==> config.mk <==
export PLATFORM = sky130hd
export DESIGN_NAME = fp_align_unit_flat
export DESIGN_NICKNAME = d
export VERILOG_FILES = /design/src/rtl/fp_align_unit_if.sv /design/src/rtl/fp_align_unit.sv /design/src/flat_wrapper.sv
export SDC_FILE = /design/constraint.sdc
export NUM_CORES = 1
export LEC_CHECK = 0
export ABC_AREA = 1
export ABC_CLOCK_PERIOD_IN_PS = 6670
export CORE_MARGIN = 8
export CORE_UTILIZATION = 31
export CTS_CLUSTER_SIZE = 8
export DETAILED_ROUTE_END_ITERATION = 6
export GPL_ROUTABILITY_DRIVEN = 0
export PLACE_DENSITY = 0.52
export RECOVER_POWER = 25
export SYNTH_ARGS = -nofsm -noshare
export SYNTH_HDL_FRONTEND = slang
export SYNTH_SLANG_ARGS = --single-unit
==> constraint.sdc <==
create_clock -name i_clk -period 6.67 [get_ports i_clk]
set_input_delay 1.334 -clock i_clk [delete_from_list [all_inputs] [get_ports i_clk]]
set_output_delay 1.334 -clock i_clk [all_outputs]
set_load 0.005 [all_outputs]
==> src/rtl/fp_align_unit_if.sv <==
// Handshake and data bundle of the FP adder alignment stage.
// The design uses the slave modport and the driving side uses the master modport.
interface fp_align_unit_if #(
  parameter int SIZE_EXP = 8,
  parameter int SIZE_MAN = 28
);
  logic                i_valid;
  logic                o_ready;
  logic [31:0]         i_data_a;
  logic [31:0]         i_data_b;
  logic                i_sub;
  logic                o_valid;
  logic                i_ready;
  logic                o_sign;
  logic                o_eff_sub;
  logic [SIZE_EXP-1:0] o_exp;
  logic [SIZE_MAN-1:0] o_man_big;
  logic [SIZE_MAN-1:0] o_man_small;
  logic                o_nan;
  logic                o_inf;

  modport slave (
    input  i_valid, i_data_a, i_data_b, i_sub, i_ready,
    output o_ready, o_valid, o_sign, o_eff_sub, o_exp, o_man_big, o_man_small, o_nan, o_inf
  );

  modport master (
    output i_valid, i_data_a, i_data_b, i_sub, i_ready,
    input  o_ready, o_valid, o_sign, o_eff_sub, o_exp, o_man_big, o_man_small, o_nan, o_inf
  );
endinterface

==> src/rtl/fp_align_unit.sv <==
// Two-stage compare/swap and align front end of the binary32 adder.
// Macro FP_ALIGN_DENORM_EN keeps denormal operands; undefined, exp-0 operands flush to +0.
module fp_align_unit #(
  parameter int SIZE_EXP  = 8,
  parameter int SIZE_FRAC = 23,
  parameter int SIZE_MAN  = 28
) (
  input  logic           i_clk,
  input  logic           i_rst,
  fp_align_unit_if.slave io_bus
);
  localparam int SIZE_M   = SIZE_FRAC + 1;
  localparam int SIZE_W   = SIZE_EXP + SIZE_FRAC + 1;
  localparam int SIZE_EXT = SIZE_MAN - SIZE_M;
  localparam int SH_W     = $clog2(SIZE_MAN);
  localparam logic [SIZE_EXP-1:0] EXP_MAX   = '1;
  localparam logic [SIZE_EXP-1:0] EXP_ONE   = SIZE_EXP'(1);
  localparam logic [SIZE_EXP-1:0] SHIFT_LIM = SIZE_EXP'(SIZE_MAN);

  logic                r_s1Valid;
  logic [SIZE_M-1:0]   r_s1ManBig;
  logic [SIZE_M-1:0]   r_s1ManSmall;
  logic [SIZE_EXP-1:0] r_s1Exp;
  logic [SIZE_EXP-1:0] r_s1Shift;
  logic                r_s1Sign;
  logic                r_s1EffSub;
  logic                r_s1Nan;
  logic                r_s1Inf;

  logic                r_oValid;
  logic [SIZE_MAN-1:0] r_oManBig;
  logic [SIZE_MAN-1:0] r_oManSmall;
  logic [SIZE_EXP-1:0] r_oExp;
  logic                r_oSign;
  logic                r_oEffSub;
  logic                r_oNan;
  logic                r_oInf;

  logic                w_en;
  logic [SIZE_EXP-1:0] w_expA, w_expB, w_eexpA, w_eexpB;
  logic [SIZE_FRAC-1:0] w_fracA, w_fracB;
  logic [SIZE_M-1:0]   w_manA, w_manB;
  logic                w_nanA, w_nanB, w_infA, w_infB;
  logic                w_signA, w_signB, w_effSub, w_aBig, w_nan, w_inf;
  logic [SIZE_EXP-1:0] w_shift;
  logic [SIZE_MAN-1:0] w_ext, w_mask, w_aligned;
  logic [SH_W-1:0]     w_sh;
  logic                w_far;

  // Whole pipeline advances together; a held result freezes both stages.
  assign w_en           = !r_oValid || io_bus.i_ready;
  assign io_bus.o_ready = w_en;

  assign w_expA  = io_bus.i_data_a[SIZE_W-2 -: SIZE_EXP];
  assign w_expB  = io_bus.i_data_b[SIZE_W-2 -: SIZE_EXP];
  assign w_fracA = io_bus.i_data_a[SIZE_FRAC-1:0];
  assign w_fracB = io_bus.i_data_b[SIZE_FRAC-1:0];
  assign w_nanA  = (w_expA == EXP_MAX) && (w_fracA != '0);
  assign w_nanB  = (w_expB == EXP_MAX) && (w_fracB != '0);
  assign w_infA  = (w_expA == EXP_MAX) && (w_fracA == '0);
  assign w_infB  = (w_expB == EXP_MAX) && (w_fracB == '0);

`ifdef FP_ALIGN_DENORM_EN
  assign w_manA  = {w_expA != '0, w_fracA};
  assign w_manB  = {w_expB != '0, w_fracB};
  assign w_eexpA = (w_expA == '0) ? EXP_ONE : w_expA;
  assign w_eexpB = (w_expB == '0) ? EXP_ONE : w_expB;
`else
  assign w_manA  = (w_expA == '0) ? '0 : {1'b1, w_fracA};
  assign w_manB  = (w_expB == '0) ? '0 : {1'b1, w_fracB};
  assign w_eexpA = w_expA;
  assign w_eexpB = w_expB;
`endif

  // B's sign is flipped for subtraction so the rest of the datapath only adds.
  assign w_signA  = io_bus.i_data_a[SIZE_W-1];
  assign w_signB  = io_bus.i_data_b[SIZE_W-1] ^ io_bus.i_sub;
  assign w_effSub = w_signA ^ w_signB;
  assign w_aBig   = (w_eexpA > w_eexpB) || ((w_eexpA == w_eexpB) && (w_manA >= w_manB));
  assign w_shift  = w_aBig ? (w_eexpA - w_eexpB) : (w_eexpB - w_eexpA);
  assign w_nan    = w_nanA || w_nanB || (w_infA && w_infB && w_effSub);
  assign w_inf    = (w_infA || w_infB) && !w_nan;

  always_ff @(posedge i_clk) begin
    if (i_rst) begin
      r_s1Valid    <= 1'b0;
      r_s1ManBig   <= '0;
      r_s1ManSmall <= '0;
      r_s1Exp      <= '0;
      r_s1Shift    <= '0;
      r_s1Sign     <= 1'b0;
      r_s1EffSub   <= 1'b0;
      r_s1Nan      <= 1'b0;
      r_s1Inf      <= 1'b0;
    end else if (w_en) begin
      r_s1Valid <= io_bus.i_valid;
      if (io_bus.i_valid) begin
        r_s1ManBig   <= w_aBig ? w_manA : w_manB;
        r_s1ManSmall <= w_aBig ? w_manB : w_manA;
        r_s1Exp      <= w_aBig ? w_eexpA : w_eexpB;
        r_s1Shift    <= w_shift;
        r_s1Sign     <= w_aBig ? w_signA : w_signB;
        r_s1EffSub   <= w_effSub;
        r_s1Nan      <= w_nan;
        r_s1Inf      <= w_inf;
      end
    end
  end

  // Bits shifted out below bit 0 collapse into a sticky OR on bit 0.
  assign w_ext   = {r_s1ManSmall, {SIZE_EXT{1'b0}}};
  assign w_far   = (r_s1Shift >= SHIFT_LIM);
  assign w_sh    = r_s1Shift[SH_W-1:0];
  assign w_mask  = (SIZE_MAN'(1) << w_sh) - SIZE_MAN'(1);
  assign w_aligned = w_far ? {{(SIZE_MAN-1){1'b0}}, (r_s1ManSmall != '0)}
                           : ((w_ext >> w_sh) | {{(SIZE_MAN-1){1'b0}}, ((w_ext & w_mask) != '0)});

  always_ff @(posedge i_clk) begin
    if (i_rst) begin
      r_oValid    <= 1'b0;
      r_oManBig   <= '0;
      r_oManSmall <= '0;
      r_oExp      <= '0;
      r_oSign     <= 1'b0;
      r_oEffSub   <= 1'b0;
      r_oNan      <= 1'b0;
      r_oInf      <= 1'b0;
    end else if (w_en) begin
      r_oValid <= r_s1Valid;
      if (r_s1Valid) begin
        r_oManBig   <= {r_s1ManBig, {SIZE_EXT{1'b0}}};
        r_oManSmall <= w_aligned;
        r_oExp      <= r_s1Exp;
        r_oSign     <= r_s1Sign;
        r_oEffSub   <= r_s1EffSub;
        r_oNan      <= r_s1Nan;
        r_oInf      <= r_s1Inf;
      end
    end
  end

  assign io_bus.o_valid     = r_oValid;
  assign io_bus.o_man_big   = r_oManBig;
  assign io_bus.o_man_small = r_oManSmall;
  assign io_bus.o_exp       = r_oExp;
  assign io_bus.o_sign      = r_oSign;
  assign io_bus.o_eff_sub   = r_oEffSub;
  assign io_bus.o_nan       = r_oNan;
  assign io_bus.o_inf       = r_oInf;
endmodule

==> src/flat_wrapper.sv <==
// flat-port wrapper written by rule: the top's interface ports become plain ports
module fp_align_unit_flat 
#(
  parameter int SIZE_EXP  = 8,
  parameter int SIZE_FRAC = 23,
  parameter int SIZE_MAN  = 28
)
  (i_clk, i_rst, io_bus_i_valid, io_bus_i_data_a, io_bus_i_data_b, io_bus_i_sub, io_bus_i_ready, io_bus_o_ready, io_bus_o_valid, io_bus_o_sign, io_bus_o_eff_sub, io_bus_o_exp, io_bus_o_man_big, io_bus_o_man_small, io_bus_o_nan, io_bus_o_inf);
  fp_align_unit_if #(.SIZE_EXP(SIZE_EXP), .SIZE_MAN(SIZE_MAN)) io_bus_i ();
  input  logic i_clk;
  input  logic i_rst;
  input wire logic [$bits(io_bus_i.i_valid)-1:0] io_bus_i_valid;
  input wire logic [$bits(io_bus_i.i_data_a)-1:0] io_bus_i_data_a;
  input wire logic [$bits(io_bus_i.i_data_b)-1:0] io_bus_i_data_b;
  input wire logic [$bits(io_bus_i.i_sub)-1:0] io_bus_i_sub;
  input wire logic [$bits(io_bus_i.i_ready)-1:0] io_bus_i_ready;
  output wire logic [$bits(io_bus_i.o_ready)-1:0] io_bus_o_ready;
  output wire logic [$bits(io_bus_i.o_valid)-1:0] io_bus_o_valid;
  output wire logic [$bits(io_bus_i.o_sign)-1:0] io_bus_o_sign;
  output wire logic [$bits(io_bus_i.o_eff_sub)-1:0] io_bus_o_eff_sub;
  output wire logic [$bits(io_bus_i.o_exp)-1:0] io_bus_o_exp;
  output wire logic [$bits(io_bus_i.o_man_big)-1:0] io_bus_o_man_big;
  output wire logic [$bits(io_bus_i.o_man_small)-1:0] io_bus_o_man_small;
  output wire logic [$bits(io_bus_i.o_nan)-1:0] io_bus_o_nan;
  output wire logic [$bits(io_bus_i.o_inf)-1:0] io_bus_o_inf;
  assign io_bus_i.i_valid = io_bus_i_valid;
  assign io_bus_i.i_data_a = io_bus_i_data_a;
  assign io_bus_i.i_data_b = io_bus_i_data_b;
  assign io_bus_i.i_sub = io_bus_i_sub;
  assign io_bus_i.i_ready = io_bus_i_ready;
  assign io_bus_o_ready = io_bus_i.o_ready;
  assign io_bus_o_valid = io_bus_i.o_valid;
  assign io_bus_o_sign = io_bus_i.o_sign;
  assign io_bus_o_eff_sub = io_bus_i.o_eff_sub;
  assign io_bus_o_exp = io_bus_i.o_exp;
  assign io_bus_o_man_big = io_bus_i.o_man_big;
  assign io_bus_o_man_small = io_bus_i.o_man_small;
  assign io_bus_o_nan = io_bus_i.o_nan;
  assign io_bus_o_inf = io_bus_i.o_inf;
  fp_align_unit #(.SIZE_EXP(SIZE_EXP), .SIZE_FRAC(SIZE_FRAC), .SIZE_MAN(SIZE_MAN)) u_core (.i_clk(i_clk), .i_rst(i_rst), .io_bus(io_bus_i));
endmodule
==> impl_metrics.ini <==
[logic_synthesis]
syn-cell-area_sq_um = 8650
async_flop_share = 0
ys_ff_latch = 134
synth-edff-count = 0
ys_types = 43
synth-seq-area-share = 0.310
ys_warn_count = 0
synth_cells = 1388
avgSynthCellArea_sq_um = 6.23
yosys_most_used_dff = dfxtp_1

[route]
first_iter_violations = 664
drt-total-wl_um = 29800
wire_per_inst_um = 16.0
vias = 9151
vias_per_cell = 4.92
firstDrtPassIters = 7
drc = 0
postRouteAntennaNets = 0

[layout]
stdcell_count = 1861
insertedDiodeCount = 0
nNetsFinal = 1580
area.sequential_sq_um = 2680
fillers = 3077
multi_input_comb_area_sq_um = 5120
area_growth_pct = 23.8
drive_above_1_share = 0.0486

[power_and_ir_drop]
p_total_mw = 2.50
p_per_area_nw_per_um2 = 233
ir_worst_vdd_mv = 0.152
leakagePower_nw = 4.79

[critical_path]
cp-start-kind = input port
r2r_cells = 10
path_class = input port to flip-flop
cp_common_cell = nand2_1
crit_path_end_kind = flip-flop
required_ns = 6.97
slowest_stage = buf_4
r2r_end = u_core.io_bus.o_man_small[0]
path_depth = 20
critPathTopFamily = buffers and inverters
max_stage_delay_ns = 0.60
r2r_start = u_core.r_s1Shift[2]
reg2reg_setup_slack_ns = 3.70
crit_fanout = 64
worst-path-buf-inv = 6
crit_arrival_ns = 5.71
crit_start = io_bus_i_data_a[24]
worstPathCellList = clkdlybuf4s50_1 > inv_1 > nand4_1 > nor2_2 > buf_4 > clkinv_1 > nand2_1 > inv_1 > ha_1 > a21oi_1 > nand2_1 > nand2_1 > nand2_1 > a21oi_1 > nand4_2 > nand2_2 > buf_4 > o21ai_1 > nor2_1 > nor2_1

[die]
die_y_um = 183
fp.dieW_um = 183
start_util = 0.313
row_count = 61
die_area_sq_um = 33500
core_sq_um = 27600
io_pins = 139

[cts]
cts_tree = built
cts_resized = 0
hold_buffers = 0
post_cts_buffers = 0
clk_pin_slew_worst_paths_ns = 0.07
cts-htree-levels = 4
clockBufferDepth = 2
cts_inserted_buffers = 17
cts.sinks = 134
clock_latency_ns = 0.42
cts-root-buf = clkbuf_16

[timing]
fmax_mhz = 185
setup_ws_ns = 1.26
fin_tns_setup_ns = 0
rsz0062_at_grt = false
slew_violations = 0
slew_headroom = 0.277
finalSetupViolCount = 0
holdWs_ns = 0.459
skew_ns = 0.0144
period_share = 0.811
finalHoldViolations = 0
tightest_slew_ns = 1.08
min_period_ns = 5.41

[placement]
place_inst = 1829
preCtsSetupSlack_ns = 0.868
port_buffers = 134
dp_hpwl_um = 21700

[min_path]
hold_path_depth = 2
hp-class = flip-flop to flip-flop
worstHoldEndpoint = u_core.io_bus.o_man_small[15]
min_from = u_core.io_bus.o_man_small[15]

[global_route]
grtUsageTotal = 0.177
antenna_found_initial = 0
grt_overflow = 0
grt_pass1_wl_um = 48100
first_global_vias = 9143
grt_max_degree = 87

[outcome]
status = completed

[job]
maxCapViolCount = 0
-- metrics by stage --
stage,utilization,instance area [sq um]
3_3_place_gp,0.366,10100
5_1_grt,0.388,10700
6_report,0.388,10700
2_1_floorplan,-,8660
3_5_place_dp,0.366,10100
4_1_cts,0.388,10700
-- sequential cells by signal, summed over array words and instances, names as in the netlist --
register                   count
u_core.r_s1Exp                 8
u_core.r_s1Sign                1
u_core.r_s1EffSub              1
u_core.r_s1Nan                 1
u_core.io_bus.o_man_big       24
u_core.io_bus.o_eff_sub        1
u_core.io_bus.o_sign           1
u_core.r_s1Shift               8
u_core.io_bus.o_nan            1
u_core.io_bus.o_exp            8
u_core.r_s1ManSmall           24
u_core.io_bus.o_valid          1
u_core.r_s1Valid               1
u_core.r_s1ManBig             24
u_core.io_bus.o_inf            1
u_core.r_s1Inf                 1
u_core.io_bus.o_man_small     28
-- worst register-to-register path, cell delays in order (launching register included) --
cell and delay [ns]:
dfxtp_1 0.83, inv_1 0.67, nand3_1 0.36, nand2_1 0.11, nor2_1 0.23, nand3_1 0.15, o21bai_1 0.15, nor2_1 0.08
nand4_1 0.09, nand2_1 0.11, a21oi_1 0.14
-- cells in the mapped netlist (all sizes together), types with 7 or more instances --
master	count	area, sq um
a21oi	74	370
buf	48	295
clkbuf	38	143
dfxtp	134	2680
ha	39	488
inv	110	413
nand2	282	1070
nand3	92	460
nand4	19	125
nor2	292	1110
nor4	13	81.3
o21ai	182	915
o22ai	7	43.8
xnor2	7	61.3
xor2	7	61.3
-- placed cells by master (no fill, tap or decap), drive strengths merged --
cell / count
nor2: 292
xnor2: 7
dlygate4sd3: 49
bufinv: 1
buf: 13
inv: 117
nand4: 19
a221o: 1
conb: 4
xor2: 7
clkdlybuf4s50: 84
a31oi: 6
o21ai: 182
o211ai: 6
or2: 3
clkbuf: 19
clkinv: 4
o22ai: 7
nor3: 6
a21oi: 74
o21a: 4
a211oi: 1
a21boi: 1
o21bai: 2
ha: 39
nor4: 13
clkinvlp: 3
nand3: 92
mux2i: 2
o31ai: 1
a41oi: 1
dfxtp: 134
fa: 2
nand2: 282
a22oi: 3
and2: 2
-- report_power, final --
part / internal, mW / leakage [nW] / switching (mW) / total [mW]
clock: 0.546 / 0.281 / 0.411 / 0.957
sequential: 0.860 / 1.10 / 0.0535 / 0.914
combinational: 0.233 / 3.40 / 0.394 / 0.627
-- metal layers --
metal,vias up,global-route usage,share of wire
met5,-,0,0
met4,0,0.0481,0.017
met3,32,0.0354,0.051
met2,232,0.304,0.47
met1,4179,0.221,0.46
li1,4708,-,-
-- cells by family (layout without fill, tap and decap cells) --
group                    after synthesis  after routing  share of synthesized area
AO/OA/AOI/OAI                        289            289                      0.177
AND/OR/NAND/NOR                      709            709                      0.336
XOR/XNOR                              14             14                     0.0142
buffers and inverters                198            290                     0.0993
adder cells (fa/ha/maj)               41             41                     0.0611
other                                  1              4                   0.000434
flip-flops                           134            134                      0.310
multiplexers                           2              2                    0.00232
-- worst max path at each step --
stage / slack (ns) / endpoint
2_1_floorplan: 2.97 / u_core.r_s1ManBig[10]
3_3_place_gp: 0.90 / u_core.r_s1ManSmall[5]
3_5_place_dp: 0.87 / u_core.r_s1ManSmall[5]
4_1_cts: 1.29 / u_core.r_s1ManSmall[5]
5_1_grt: 0.85 / u_core.r_s1ManSmall[5]
6_report: 1.26 / u_core.r_s1ManSmall[5]
-- layout make-up --
cell class / instances / share of cell area
multi-input cells: 1059 / 0.478
clock inverters: 13 / 0.0127
well taps: 378 / 0.0442
flip-flops and latches: 134 / 0.250
inverters: 112 / 0.0393
clock buffers: 19 / 0.0423
repair buffers: 146 / 0.133
Note: power is estimated with default switching activity, not from simulation.
